File: src/rtl/sink_arbiter.sv
// rtl/sink_arbiter.sv - round-robin N-to-1 arbiter for 2-phase (toggle) req/ack channels
//
// Shares one transition-signalling sink channel between N transition-signalling
// source channels. A channel is pending while its req differs from its ack.
// One transfer is in flight at a time; the forwarded data is registered.
//
// Ports:
//   clk       rising-edge clock for all state
//   reset     asynchronous active-low reset
//   in_req    per-channel request toggles
//   in_data   channel i data in bits [i*SIZE +: SIZE]
//   in_ack    per-channel acknowledge toggles
//   out_req   sink request, toggles once per forwarded item
//   out_data  registered data to the sink
//   out_ack   sink acknowledge toggle
//   busy      high while a forwarded item awaits out_ack
module sink_arbiter #(
  parameter int ID   = 0,  // instance number, identifies this arbiter in simulation
  parameter int N    = 4,
  parameter int SIZE = 8
) (
  input  logic              clk,
  input  logic              reset,
  input  logic [N-1:0]      in_req,
  input  logic [N*SIZE-1:0] in_data,
  output logic [N-1:0]      in_ack,
  output logic              out_req,
  output logic [SIZE-1:0]   out_data,
  input  logic              out_ack,
  output logic              busy
);

  localparam int IW = $clog2(N);

  typedef enum logic {IDLE, BUSY} state_t;

  state_t          state, state_d;
  logic [IW-1:0]   last;
  logic [IW-1:0]   grant;
  logic [IW-1:0]   pick;
  logic [N-1:0]    pending;
  logic            found;
  logic            grant_en;
  logic            done_en;
  logic [SIZE-1:0] chan_data [N];

  assign pending = in_req ^ in_ack;

  for (genvar i = 0; i < N; i++) begin : g_chan
    assign chan_data[i] = in_data[i*SIZE +: SIZE];
  end

  // Search upward from last+1, wrapping, so the channel served last is
  // considered last.
  always_comb begin : rr_search
    logic [IW-1:0] cand;
    found = 1'b0;
    pick  = last;
    cand  = '0;
    for (int k = 1; k <= N; k++) begin
      cand = IW'((int'(last) + k) % N);
      if (!found && pending[cand]) begin
        found = 1'b1;
        pick  = cand;
      end
    end
  end

  // out_ack == out_req means the sink has consumed the current item. In IDLE
  // out_ack is not looked at, so a stray sink toggle there is ignored.
  always_comb begin : fsm_next
    state_d  = state;
    grant_en = 1'b0;
    done_en  = 1'b0;
    case (state)
      IDLE: begin
        if (found) begin
          grant_en = 1'b1;
          state_d  = BUSY;
        end
      end
      BUSY: begin
        if (out_ack == out_req) begin
          done_en = 1'b1;
          state_d = IDLE;
        end
      end
      default: state_d = IDLE;
    endcase
  end

  always_ff @(posedge clk or negedge reset) begin
    if (!reset) begin
      state    <= IDLE;
      last     <= IW'(N - 1);
      grant    <= '0;
      in_ack   <= '0;
      out_req  <= 1'b0;
      out_data <= '0;
      busy     <= 1'b0;
    end else begin
      state <= state_d;
      if (grant_en) begin
        out_data <= chan_data[pick];
        out_req  <= ~out_req;
        grant    <= pick;
        busy     <= 1'b1;
      end
      // in_ack is updated on the way back to IDLE, so the following IDLE
      // cycle already sees the served channel as no longer pending.
      if (done_en) begin
        in_ack[grant] <= ~in_ack[grant];
        last          <= grant;
        busy          <= 1'b0;
      end
    end
  end

endmodule

File: config.mk
export PLATFORM = sky130hd
export DESIGN_NAME = sink_arbiter
export DESIGN_NICKNAME = d
export VERILOG_FILES = /design/src/rtl/sink_arbiter.sv
export SDC_FILE = /design/constraint.sdc
export NUM_CORES = 1
export LEC_CHECK = 0
export BUFFER_PORTS_ARGS = -buffer_cell sky130_fd_sc_hd__buf_2
export CAP_MARGIN = 20
export CORE_UTILIZATION = 48
export CTS_BUF_LIST = sky130_fd_sc_hd__clkbuf_16
export DETAILED_ROUTE_END_ITERATION = 8
export GPL_TIMING_DRIVEN = 0
export PLACE_DENSITY = 0.87
export SYNTH_ARGS = -nofsm -noshare
export SYNTH_HDL_FRONTEND = slang
export SYNTH_SLANG_ARGS = --single-unit
File: constraint.sdc
create_clock -name clk -period 3.6 [get_ports clk]
set_input_delay 0.18 -clock clk [delete_from_list [all_inputs] [get_ports clk]]
set_output_delay 0.18 -clock clk [all_outputs]
set_load 0.05 [all_outputs]
After elaboration in Yosys (flattened, before gate mapping) --
Cells that the tools add are included.
Operators by class: add/subtract/negate cells 4, order comparisons 7, eq/ne operators 1, muxes and demuxes 32, bitwise logic cells 5, reductions and logical operators 8
Operators by type and width (number):
- $mux W1 | 17
- $bmux W8 S2 | 1
- $mux W8 | 2
- $lt A2 B3 Y1 const B | 5
- $bmux W1 S2 | 5
- $mux W2 | 4
- $add A2 B1 Y2 const B | 2
- $add A2 B2 Y2 const B | 2
- $bwmux W4 | 1
- $logic_and A1 B1 Y1 | 4
- $xor A4 B4 Y4 | 1
- $ge A3 B3 Y1 const B | 1
- $logic_not A1 Y1 | 3
- $not A1 Y1 | 3
- $not A2 Y3 | 1
- $demux W1 S2 | 1
- $ge A2 B1 Y1 const B | 1
- $pmux W1 S2 | 1
- $reduce_bool A2 Y1 | 1
- $eq A1 B1 Y1 | 1
Word-level totals: register bits 19, input bits 39, output and inout port bits 14, logic and storage cells 64

Longest topological paths before layout --
Gate-level depths: netlist of run 1.
depth after elaboration 17, mapped depth 8

Worst setup path after synthesis of run 1 --
Ideal clock, no wire load.
path type reg-to-reg, start point reg in_ack[1], end point reg out_data[1], arrival time 2.010 ns, data required time 3.461 ns, path slack 1.450 ns, cell stages (with the launch flop) 8, path buffers 1, clock period less this slack 2.150 ns, cells stage by stage dfrtp_1 -> xor2_1 -> a22oi_1 -> nor2_1 -> nor3_4 -> buf_6 -> mux2i_1 -> o211ai_2
Between the ends: cells in the longest elaborated chain, start to end 17
Ends and longest elaborated chain:
- start: declaration | RTL line 26 | output logic [N-1:0] in_ack,
- start signal: indexed assignment | RTL line 112 | in_ack[grant] <= ~in_ack[grant];
- $xor A4 B4 Y4 * | RTL line 47 | assign pending = in_req ^ in_ack;
- $bmux W1 S2 | RTL line 62 | if (!found && pending[cand]) begin
- $mux W1 (implied by the code) | RTL line 62
- $mux W1 | RTL line 62
- $logic_not A1 Y1 | RTL line 62
- $logic_and A1 B1 Y1 | RTL line 62
- $mux W1 | RTL line 62
- $logic_not A1 Y1 | RTL line 62
- $logic_and A1 B1 Y1 | RTL line 62
- $mux W1 | RTL line 62
- $logic_not A1 Y1 | RTL line 62
- $logic_and A1 B1 Y1 | RTL line 62
- $mux W2 | RTL line 62
- $not A2 Y3 (implied by the code) | RTL line 104 | out_data <= chan_data[pick];
- $bmux W8 S2 | RTL line 104
- $mux W8 (implied by the code) (2 in series) | RTL line 104
- end signal: assignment | RTL line 104
- end: declaration | RTL line 28 | output logic [SIZE-1:0] out_data,
Every way passes the cells marked *; elsewhere a longest branch is shown, timed or not. The select of a mux whose other input is x is not followed. A chain may end at the register's enable or synchronous reset.

Worst setup path in the final report of run 1 --
start point reg last[1], end point reg out_data[1]
Between the ends: cells in the longest elaborated chain, start to end 17
Ends and longest elaborated chain:
- start: declaration | RTL line 38 | logic [IW-1:0] last;
- start signal: assignment | RTL line 95 | last <= IW'(N - 1);
- start signal: assignment | RTL line 113 | last <= grant;
- $add A2 B1 Y2 | RTL line 61 | cand = IW'((int'(last) + k) % N);
- $bmux W1 S2 | RTL line 62
- $mux W1 (implied by the code) | RTL line 62
- $mux W1 | RTL line 62
- $logic_not A1 Y1 | RTL line 62
- $logic_and A1 B1 Y1 | RTL line 62
- $mux W1 | RTL line 62
- $logic_not A1 Y1 | RTL line 62
- $logic_and A1 B1 Y1 | RTL line 62
- $mux W1 | RTL line 62
- $logic_not A1 Y1 | RTL line 62
- $logic_and A1 B1 Y1 | RTL line 62
- $mux W2 | RTL line 62
- $not A2 Y3 (implied by the code) | RTL line 104
- $bmux W8 S2 | RTL line 104
- $mux W8 (implied by the code) (2 in series) | RTL line 104
Several ways; a longest one is shown, not always the timed one. The select of a mux whose other input is x is not followed.

==> flow_summary.ini, run 1 <==
[run_status]
status = complete, no violations

[timing]
slew_violations = 0
holdWs_ns = 0.173
worstMarginPinSlew_ns = 0.707
grt_setup_unrepaired = false
finalSetupViolations = 0
fin_worst_skew_ns = 0.00238
fmax_ghz = 0.471
period_needed_ns = 2.12
slew_headroom_pct = 52.7
hold_viol = 0
finalSetupTns_ns = 0
period_share_pct = 59.0

[setup_path]
worstPathArrival_ns = 2.23
crit_top_cell = nand2_1
critical_path_required_ns = 3.71
path_cells = buf_2, nor2_1, nand2_1, nand2_1, nor3_4, buf_6, mux2i_1, o211ai_2
critPathTopFamily = simple AND/OR/NAND/NOR gates
start_kind = flop
cp_slowest_cell = dfstp_2
slowest_delay_ns = 0.51
crit_path_max_fanout = 10
worstSetupPathType = flop to flop
cp.buffers_inverters = 2
endpoint_kind = flop

[pwr]
power.share.switching_pct = 51.3
pwr-share-seq_pct = 24.3
power_switching_uw = 901
leakagePower_nw = 0.723
intPower_uw = 856
power.density_nw_per_um2 = 1200
clockPowerShare_pct = 13.1
peakVddDrop_mv = 0.781
power_frac_comb_pct = 62.6

[place]
place_hpwl_um = 2050
place_inst = 185
place_congestion = 0.807
io_buffers = 52

[floorplan]
coreArea_um2 = 2040
rows = 16
die_w_um = 49.5
initial_core_util_pct = 53.0
die_y_um = 49.5
pin_count = 53
die_area_um2 = 2450

[clock_tree]
cts_inserted_buffers = 3
cts_tree = built
clk_pin_slew_ns = 0.06
h-tree-depth = 1
cts_hold_buf = 1
worstSkewPairLatency_ns = 0.25
cts_sinks = 19
cts_resized = 0
cts_setup_buffers = 0
cts_root_buffer = clkbuf_16
clk_path_buf_depth = 2

[global_routing]
grt_pass1_wl_um = 4480
grt_antenna_before_repair = 0
track_usage_pct = 24.1
grt_pass1_vias = 947
grt_max_degree = 20
grt_overflow_total = 0

[finish]
final_cells = 190
multiInputGateArea_um2 = 567
diodes = 0
syn_to_final_growth_pct = 35.5
regArea_um2 = 478
fillers = 159
nets = 203
drive_gt1_share_pct = 40.5

[yosys]
synth_cells = 106
ys_warn_count = 0
yosysTopAreaCell = dfrtp_1
netlist_area_um2 = 1080
syn_nets = 145
yosysMostFrequentCell = dfrtp_1
synthTopCellsByArea = dfrtp_1, mux2i_1, a32oi_1
synth_top_cell_area_share_pct = 39.3
avgSynthCellArea_um2 = 10.2
synth_edf_count = 0
async_flop_share_pct = 100
synth_cell_types = 27
synth-main-ff-cell = dfrtp_1
synth-seq-cells = 19
yosysSeqAreaShare_pct = 44.2
yosys-top-cells-count = dfrtp_1, nand2_1, nand3_1, nor2_1

[routing]
avgRoutedWirePerCell_um = 14.4
dr.pass1.iters = 4
wl_um = 2740
vias = 1063
drc = 0
detail-route-antenna-nets = 0
avgViaCountPerCell = 5.59
drt_iter0_markers = 33

[flow_run]
drv_cap = 0

[min_path]
hold_path_class = primary input to flop
-- layout by cell type (no fill, tap or decap), drive strengths merged --
| master | count |
|---|---|
| dlygate4sd3 | 1 |
| clkinv | 1 |
| nand3b | 1 |
| a22oi | 1 |
| xor2 | 6 |
| a21o | 1 |
| nand2 | 15 |
| o21ai | 1 |
| o211ai | 9 |
| o21a | 1 |
| a2111oi | 1 |
| nand2b | 1 |
| nand3 | 9 |
| nor3 | 2 |
| nor2b | 1 |
| clkbuf | 3 |
| dfstp | 2 |
| xnor2 | 4 |
| and2 | 1 |
| a32oi | 8 |
| or3 | 1 |
| mux2i | 8 |
| a21oi | 1 |
| buf | 57 |
| nor2 | 9 |
| o21bai | 1 |
| dfrtp | 17 |
-- cell type report --
class | instances | area share, %
repair buffers | 53 | 18.4
well taps | 27 | 2.30
flip-flops and latches | 19 | 32.6
clock inverters | 1 | 0.341
plain buffers | 5 | 2.56
clock buffers | 3 | 5.12
multi-input cells | 82 | 38.7
-- sequential cells by signal, indices dropped and copies added (netlist names) --
name,flops
out_req,1
last,2
out_data,8
busy,1
grant,2
state,1
in_ack,4
-- worst reg2reg max path, delay by kind of cell, from the launching register on --
family,cells,cell delay [ns]
simple gates,4,0.77
flops,1,0.51
compound gates,1,0.08
mux,1,0.22
buf+inv,2,0.41
-- power by group through the flow --
stage          registers (mW)  clock network [mW]  logic (mW)
5_1_grt                 0.440               0.240        1.19
2_1_floorplan           0.682                   0       0.598
3_3_place_gp            0.419                   0        1.07
3_5_place_dp            0.426                   0        1.10
4_1_cts                 0.424               0.230        1.10
6_report                0.426               0.230        1.10
-- stage by stage --
step	setup WS, ns	total power [mW]	util [%]	instance area [µm²]
after floorplan	1.45	1.28	-	1080
after global placement	1.53	1.49	67.4	1380
after detailed placement	1.49	1.52	67.4	1380
after CTS	1.47	1.76	71.8	1470
after global routing	1.29	1.87	71.8	1470
final	1.48	1.76	71.8	1470
-- routing by layer --
metal  global-route usage [%]  part of all wire (%)  wire [µm]  up-vias
li1                         -                     -          -      509
met4                     8.10                  0.84         23        0
met1                     32.6                    42       1160      515
met5                        0                     0          0        -
met3                     3.40                   3.2         88        6
met2                     39.7                    54       1470       33
-- kinds of logic (layout without fill, tap and decap cells) --
family | count (synthesis) | in the layout | share of synthesized area [%]
XOR/XNOR | 10 | 10 | 8.09
buffers and inverters | 5 | 62 | 3.47
multiplexers | 8 | 8 | 7.40
AND/OR/NAND/NOR | 40 | 40 | 17.5
flip-flops | 19 | 19 | 44.2
AO/OA/AOI/OAI | 24 | 24 | 19.4
-- worst paths after layout --
check | start | to | slack (ns) | cells past startpoint
min in group asynchronous | reset | out_req | 0.39 | 2
worst min register to register | busy | busy | 0.49 | 2
max in group asynchronous | reset | last[1] | 2.88 | 2
worst max-delay path | last[1] | out_data[1] | 1.48 | 8
worst min-delay path | in_data[20] | out_data[4] | 0.17 | 3
worst max register to register | last[1] | out_data[1] | 1.48 | 8
No activity file was read; power rests on OpenSTA's default activity.
==> run 2, diff against run 1 <==
- CORE_UTILIZATION: 48 -> 41
- PLACE_DENSITY: 0.87 -> 0.79
- clock period: 3.6 -> 1.8 ns (I/O delays scaled with it)
==> run 2 against run 1 <==
Effect of this change:
- the flow now finishes with violations (negative setup slack)
- clock-buffer cell count did not move
- die area rose by 16%
- clock skew rose by 0.0021 ns
- worst setup slack got worse by 1.5 ns
==> flow_summary.ini, run 2 (same netlist as run 1, synthesis figures left out) <==
[setup_path]
start_kind = flop
rrSetupSlack_ns = -0.05
crit_path_max_fanout = 8
worstReg2RegStart = in_ack[3]
r2r-end = out_data[2]
worstSetupPathType = flop to flop
endpoint_kind = flop
slowest_delay_ns = 0.42
critical_path_required_ns = 1.91
cp_slowest_cell = dfrtp_2
worstRegToRegCells = 7
critPathTopFamily = simple AND/OR/NAND/NOR gates
worstPathArrival_ns = 1.96
path_cells = xor2_2, nand3b_1, nand2_1, or3_1, buf_6, a32oi_2, o211ai_1
cp.buffers_inverters = 1
cp_num_cells = 7

[timing]
finalSetupTns_ns = -0.148
slew_headroom_pct = 71.8
grt_setup_unrepaired = true
period_needed_ns = 1.85
finalSetupViolations = 5
worst_slack_ns = -0.0537
fmax_ghz = 0.539
fin_worst_skew_ns = 0.00452
period_share_pct = 103
slew_violations = 0
worstMarginPinSlew_ns = 0.423
hold_viol = 0

[global_routing]
grt_antenna_before_repair = 0
track_usage_pct = 24.8
use_met1_pct = 30.1
grtUsageMet3_pct = 3.16
grt_max_degree = 20
grt_pass1_wl_um = 4920
grt_overflow_total = 0
gr-usage-met2_pct = 42.1
grt.busiest_layer = met2
grt_pass1_vias = 1046

[floorplan]
initial_core_util_pct = 43.7
rows = 18
die_area_um2 = 2850
pin_count = 53
die_w_um = 53.4
coreArea_um2 = 2480
die_y_um = 53.4

[clock_tree]
h-tree-depth = 1
clk_path_buf_depth = 2
clk_pin_slew_ns = 0.06
cts_root_buffer = clkbuf_16
cts_sinks = 19
cts_inserted_buffers = 3
worstSkewPairLatency_ns = 0.25
cts_tree = built

[run_status]
status = finished with violations
violations = negative setup slack

[pwr]
peakVddDrop_mv = 1.58
power_frac_comb_pct = 68.3
power_switching_mw = 2.08
clockPowerShare_pct = 10.9
power.share.switching_pct = 48.9
intPower_mw = 2.18
power.density_nw_per_um2 = 2470
pwr-share-seq_pct = 20.8
p_total_mw = 4.26
leakagePower_nw = 0.812

[place]
io_buffers = 52
place_congestion = 0.759
post_dp_cell_area_um2 = 1410
place_hpwl_um = 2030

[finish]
syn_to_final_growth_pct = 59.3
nets = 217
largest_register_ffs = 8
diodes = 0
fin_area_um2 = 1720
drive_gt1_share_pct = 57.1
mostFrequentLayoutCell = buf_2
final_cell_mix = buf_2, nand2_1, dfrtp_1, buf_4
top_regs = out_data x8, in_ack x4
regMostFlops = out_data

[routing]
wl_um = 3290
avgRoutedWirePerCell_um = 15.9
avgViaCountPerCell = 5.63
drt_iter0_markers = 25
detail-route-antenna-nets = 0
drc = 0
dr.pass1.iters = 4
vias = 1165

[flow_run]
drv_cap = 0

[min_path]
holdPathEnd = out_data[1]
hp-start = in_data[25]
hold_path_depth = 3
hold_path_class = primary input to flop
-- run 2: metal layers --
| layer | wire length (µm) | vias to the layer above | share of wire (%) |
|---|---|---|---|
| met4 | 101 | 0 | 3.1 |
| met1 | 1300 | 576 | 39 |
| met3 | 137 | 12 | 4.2 |
| li1 | - | 530 | - |
| met5 | 0 | - | 0 |
| met2 | 1750 | 47 | 53 |
-- run 2: worst max path at each step --
stage	start	to	slack (ns)
5_1_grt	in_ack[3]	out_data[2]	-0.12
4_1_cts	in_ack[1]	out_data[2]	-0.06
6_report	in_ack[3]	out_data[2]	-0.05
2_1_floorplan	in_ack[1]	out_data[1]	-0.19
3_3_place_gp	last[1]	out_data[1]	-0.30
3_5_place_dp	in_ack[2]	out_data[3]	-0.36
-- run 2: layout make-up --
| class | count | area, µm² |
|---|---|---|
| fill | 186 | 753 |
| multi-input combinational | 82 | 683 |
| sequential | 19 | 483 |
| timing repair buffer | 69 | 413 |
| clock buffer | 3 | 75.1 |
| tap | 30 | 37.5 |
| buffer | 3 | 27.5 |
| clock inverter | 1 | 5.00 |
-- run 2: per-stage QoR --
step / setup slack [ns] / utilization, % / instances / hold slack, ns
floorplan: -0.187 / - / 106 / -0.206
global placement: -0.298 / 56.8 / 188 / 0.0457
detailed placement: -0.357 / 56.8 / 188 / 0.0559
CTS: -0.0637 / 65.5 / 205 / 0.0893
global route: -0.122 / 69.6 / 207 / 0.114
finish: -0.0537 / 69.6 / 207 / 0.0845
-- run 2: power by group through the flow --
stage,Combinational (mW),Clock (mW),Sequential (mW)
after floorplan,1.23,0,1.38
after global placement,2.20,0,0.852
after detailed placement,2.25,0,0.867
after CTS,2.61,0.462,0.867
after global routing,3.06,0.478,0.909
final,2.91,0.464,0.886
-- run 2: worst register-to-register path: stages (launching register included) --
cell,delay (ns)
dfrtp_2,0.42
xor2_2,0.19
nand3b_1,0.11
nand2_1,0.10
or3_1,0.39
buf_6,0.15
a32oi_2,0.22
o211ai_1,0.14
-- run 2: timing repair --
| item | 4_1_cts | 5_1_grt |
|---|---|---|
| hold buffers | 1 | 0 |
| gates resized for setup | 7 | 19 |
| endpoints found under the setup margin | 12 | 12 |
| gates cloned | 1 | 0 |
| endpoints found under the hold margin | 17 | 0 |
| buffers inserted | 12 | 3 |
| pin swaps | 7 | 4 |
==> run 3, diff against run 2 <==
- MAX_ROUTING_LAYER: unset -> met4
==> run 3 against run 2 <==
Effect of this change:
- the flow still finishes with violations (negative setup slack)
- routed wire length up 0.18%
- via count up 1.4%
- total power about the same
- non-clock buffer count unchanged
- global-route usage up 0.65 points
- highest routed layer unchanged
- clock power about the same
- critical path depth unchanged
- fmax down 0.28%
- critical path type unchanged
- clock-buffer cell count unchanged
==> flow_summary.ini, run 3 (same netlist as run 1, synthesis figures left out) <==
[clock_tree]
clk_path_buf_depth = 2
cts_tree = built
cts_inserted_buffers = 3
worstSkewPairLatency_ns = 0.25
cts_sinks = 19
cts_root_buffer = clkbuf_16
clk_pin_slew_ns = 0.06
h-tree-depth = 1

[setup_path]
worstPathArrival_ns = 1.97
cp_slowest_cell = dfrtp_2
start_kind = flop
worstReg2RegStart = in_ack[3]
worstRegToRegCells = 7
crit_path_max_fanout = 8
cp_num_cells = 7
critPathTopFamily = simple AND/OR/NAND/NOR gates
cp.buffers_inverters = 1
endpoint_kind = flop
startpoint = in_ack[3]
slowest_delay_ns = 0.42
worstSetupPathType = flop to flop
critical_path_required_ns = 1.91
path_cells = xor2_2, nand3b_1, nand2_1, or3_1, buf_6, a32oi_2, o211ai_1
rrSetupSlack_ns = -0.06

[floorplan]
rows = 18
coreArea_um2 = 2480
initial_core_util_pct = 43.7
die_area_um2 = 2850
die_y_um = 53.4
die_w_um = 53.4
pin_count = 53

[finish]
largest_register_ffs = 8
mostFrequentLayoutCell = buf_2
diodes = 0
nets = 217
final_cell_mix = buf_2, nand2_1, dfrtp_1, buf_4
fin_util_pct = 69.6
top_regs = out_data x8, in_ack x4
regMostFlops = out_data
syn_to_final_growth_pct = 59.3
drive_gt1_share_pct = 57.1

[timing]
worstMarginPinSlew_ns = 0.422
finalSetupViolations = 5
slew_headroom_pct = 71.9
fin_worst_skew_ns = 0.00378
worst_slack_ns = -0.0588
hold_viol = 0
grt_setup_unrepaired = true
slew_violations = 0
period_share_pct = 103
holdWs_ns = 0.0850
fmax_ghz = 0.538
period_needed_ns = 1.86

[routing]
vias = 1181
drt_iter0_markers = 27
wl_um = 3300
drc = 0
detail-route-antenna-nets = 0
avgRoutedWirePerCell_um = 15.9
avgViaCountPerCell = 5.71
dr.pass1.iters = 4

[flow_run]
drv_cap = 0

[global_routing]
grt_overflow_total = 0
grt_pass1_wl_um = 4910
grt_antenna_before_repair = 0
track_usage_pct = 25.5
grtUsageMet3_pct = 3.16
grt_max_degree = 20
gr-usage-met2_pct = 42.1
use_met1_pct = 30.1
grt.busiest_layer = met2
grt_pass1_vias = 1046

[min_path]
hold_path_depth = 3
hold_path_class = primary input to flop
hp-start = in_data[25]

[run_status]
violations = negative setup slack
status = finished with violations

[pwr]
leakagePower_nw = 0.812
peakVddDrop_mv = 1.58
power.density_nw_per_um2 = 2470

[place]
place_hpwl_um = 2030
io_buffers = 52
post-place-ws_ns = -0.357
place_congestion = 0.769
==> run 3: cell counts in the layout (fill, tap and decap cells not counted) <==
No cell type changed its count.
==> run 3: area by class of cell <==
cell class,count,area (µm²)
clock inverter,1,5.00
sequential,19,483
buffer,3,27.5
tap,30,37.5
timing repair buffer,69,413
clock buffer,3,75.1
fill,186,753
multi-input combinational,82,683
==> run 3: timing repair <==
item,CTS,global route
hold buffers,1,0
cloned,1,0
setup endpoints to repair,12,12
gates resized for setup,7,19
hold endpoints to repair,17,0
pin swaps,7,4
buffers inserted,12,3
==> run 3: final timing paths <==
| path | end |
|---|---|
| min in group asynchronous | out_data[1] |
| max | out_data[2] |
| max in group asynchronous | last[0] |
| min | out_data[1] |
| min reg2reg | out_data[6] |
| max reg2reg | out_data[2] |
==> run 3: worst reg2reg max path, stage by stage, from the launching register on <==
cell and delay [ns]:
dfrtp_2 0.42, xor2_2 0.19, nand3b_1 0.11, nand2_1 0.10
or3_1 0.39, buf_6 0.15, a32oi_2 0.22, o211ai_1 0.14
==> run 3: per-stage QoR <==
stage | cell area, µm² | TNS, ns | total power [mW] | instances
6_report | 1720 | -0.157 | 4.26 | 207
5_1_grt | 1720 | -0.666 | 4.45 | 207
4_1_cts | 1620 | -0.322 | 3.94 | 205
3_5_place_dp | 1410 | -3.17 | 3.11 | 188
3_3_place_gp | 1410 | -2.17 | 3.05 | 188
2_1_floorplan | 1110 | -0.880 | 2.61 | 106
==> run 3: where the power goes <==
part,switching [mW],internal (mW)
Sequential,0.211,0.676
Clock,0.163,0.298
Combinational,1.71,1.20
==> run 3: routing by layer <==
layer	vias up	wire length [µm]
li1	530	-
met1	582	1300
met2	55	1750
met3	14	130
met4	0	115
met5	-	0
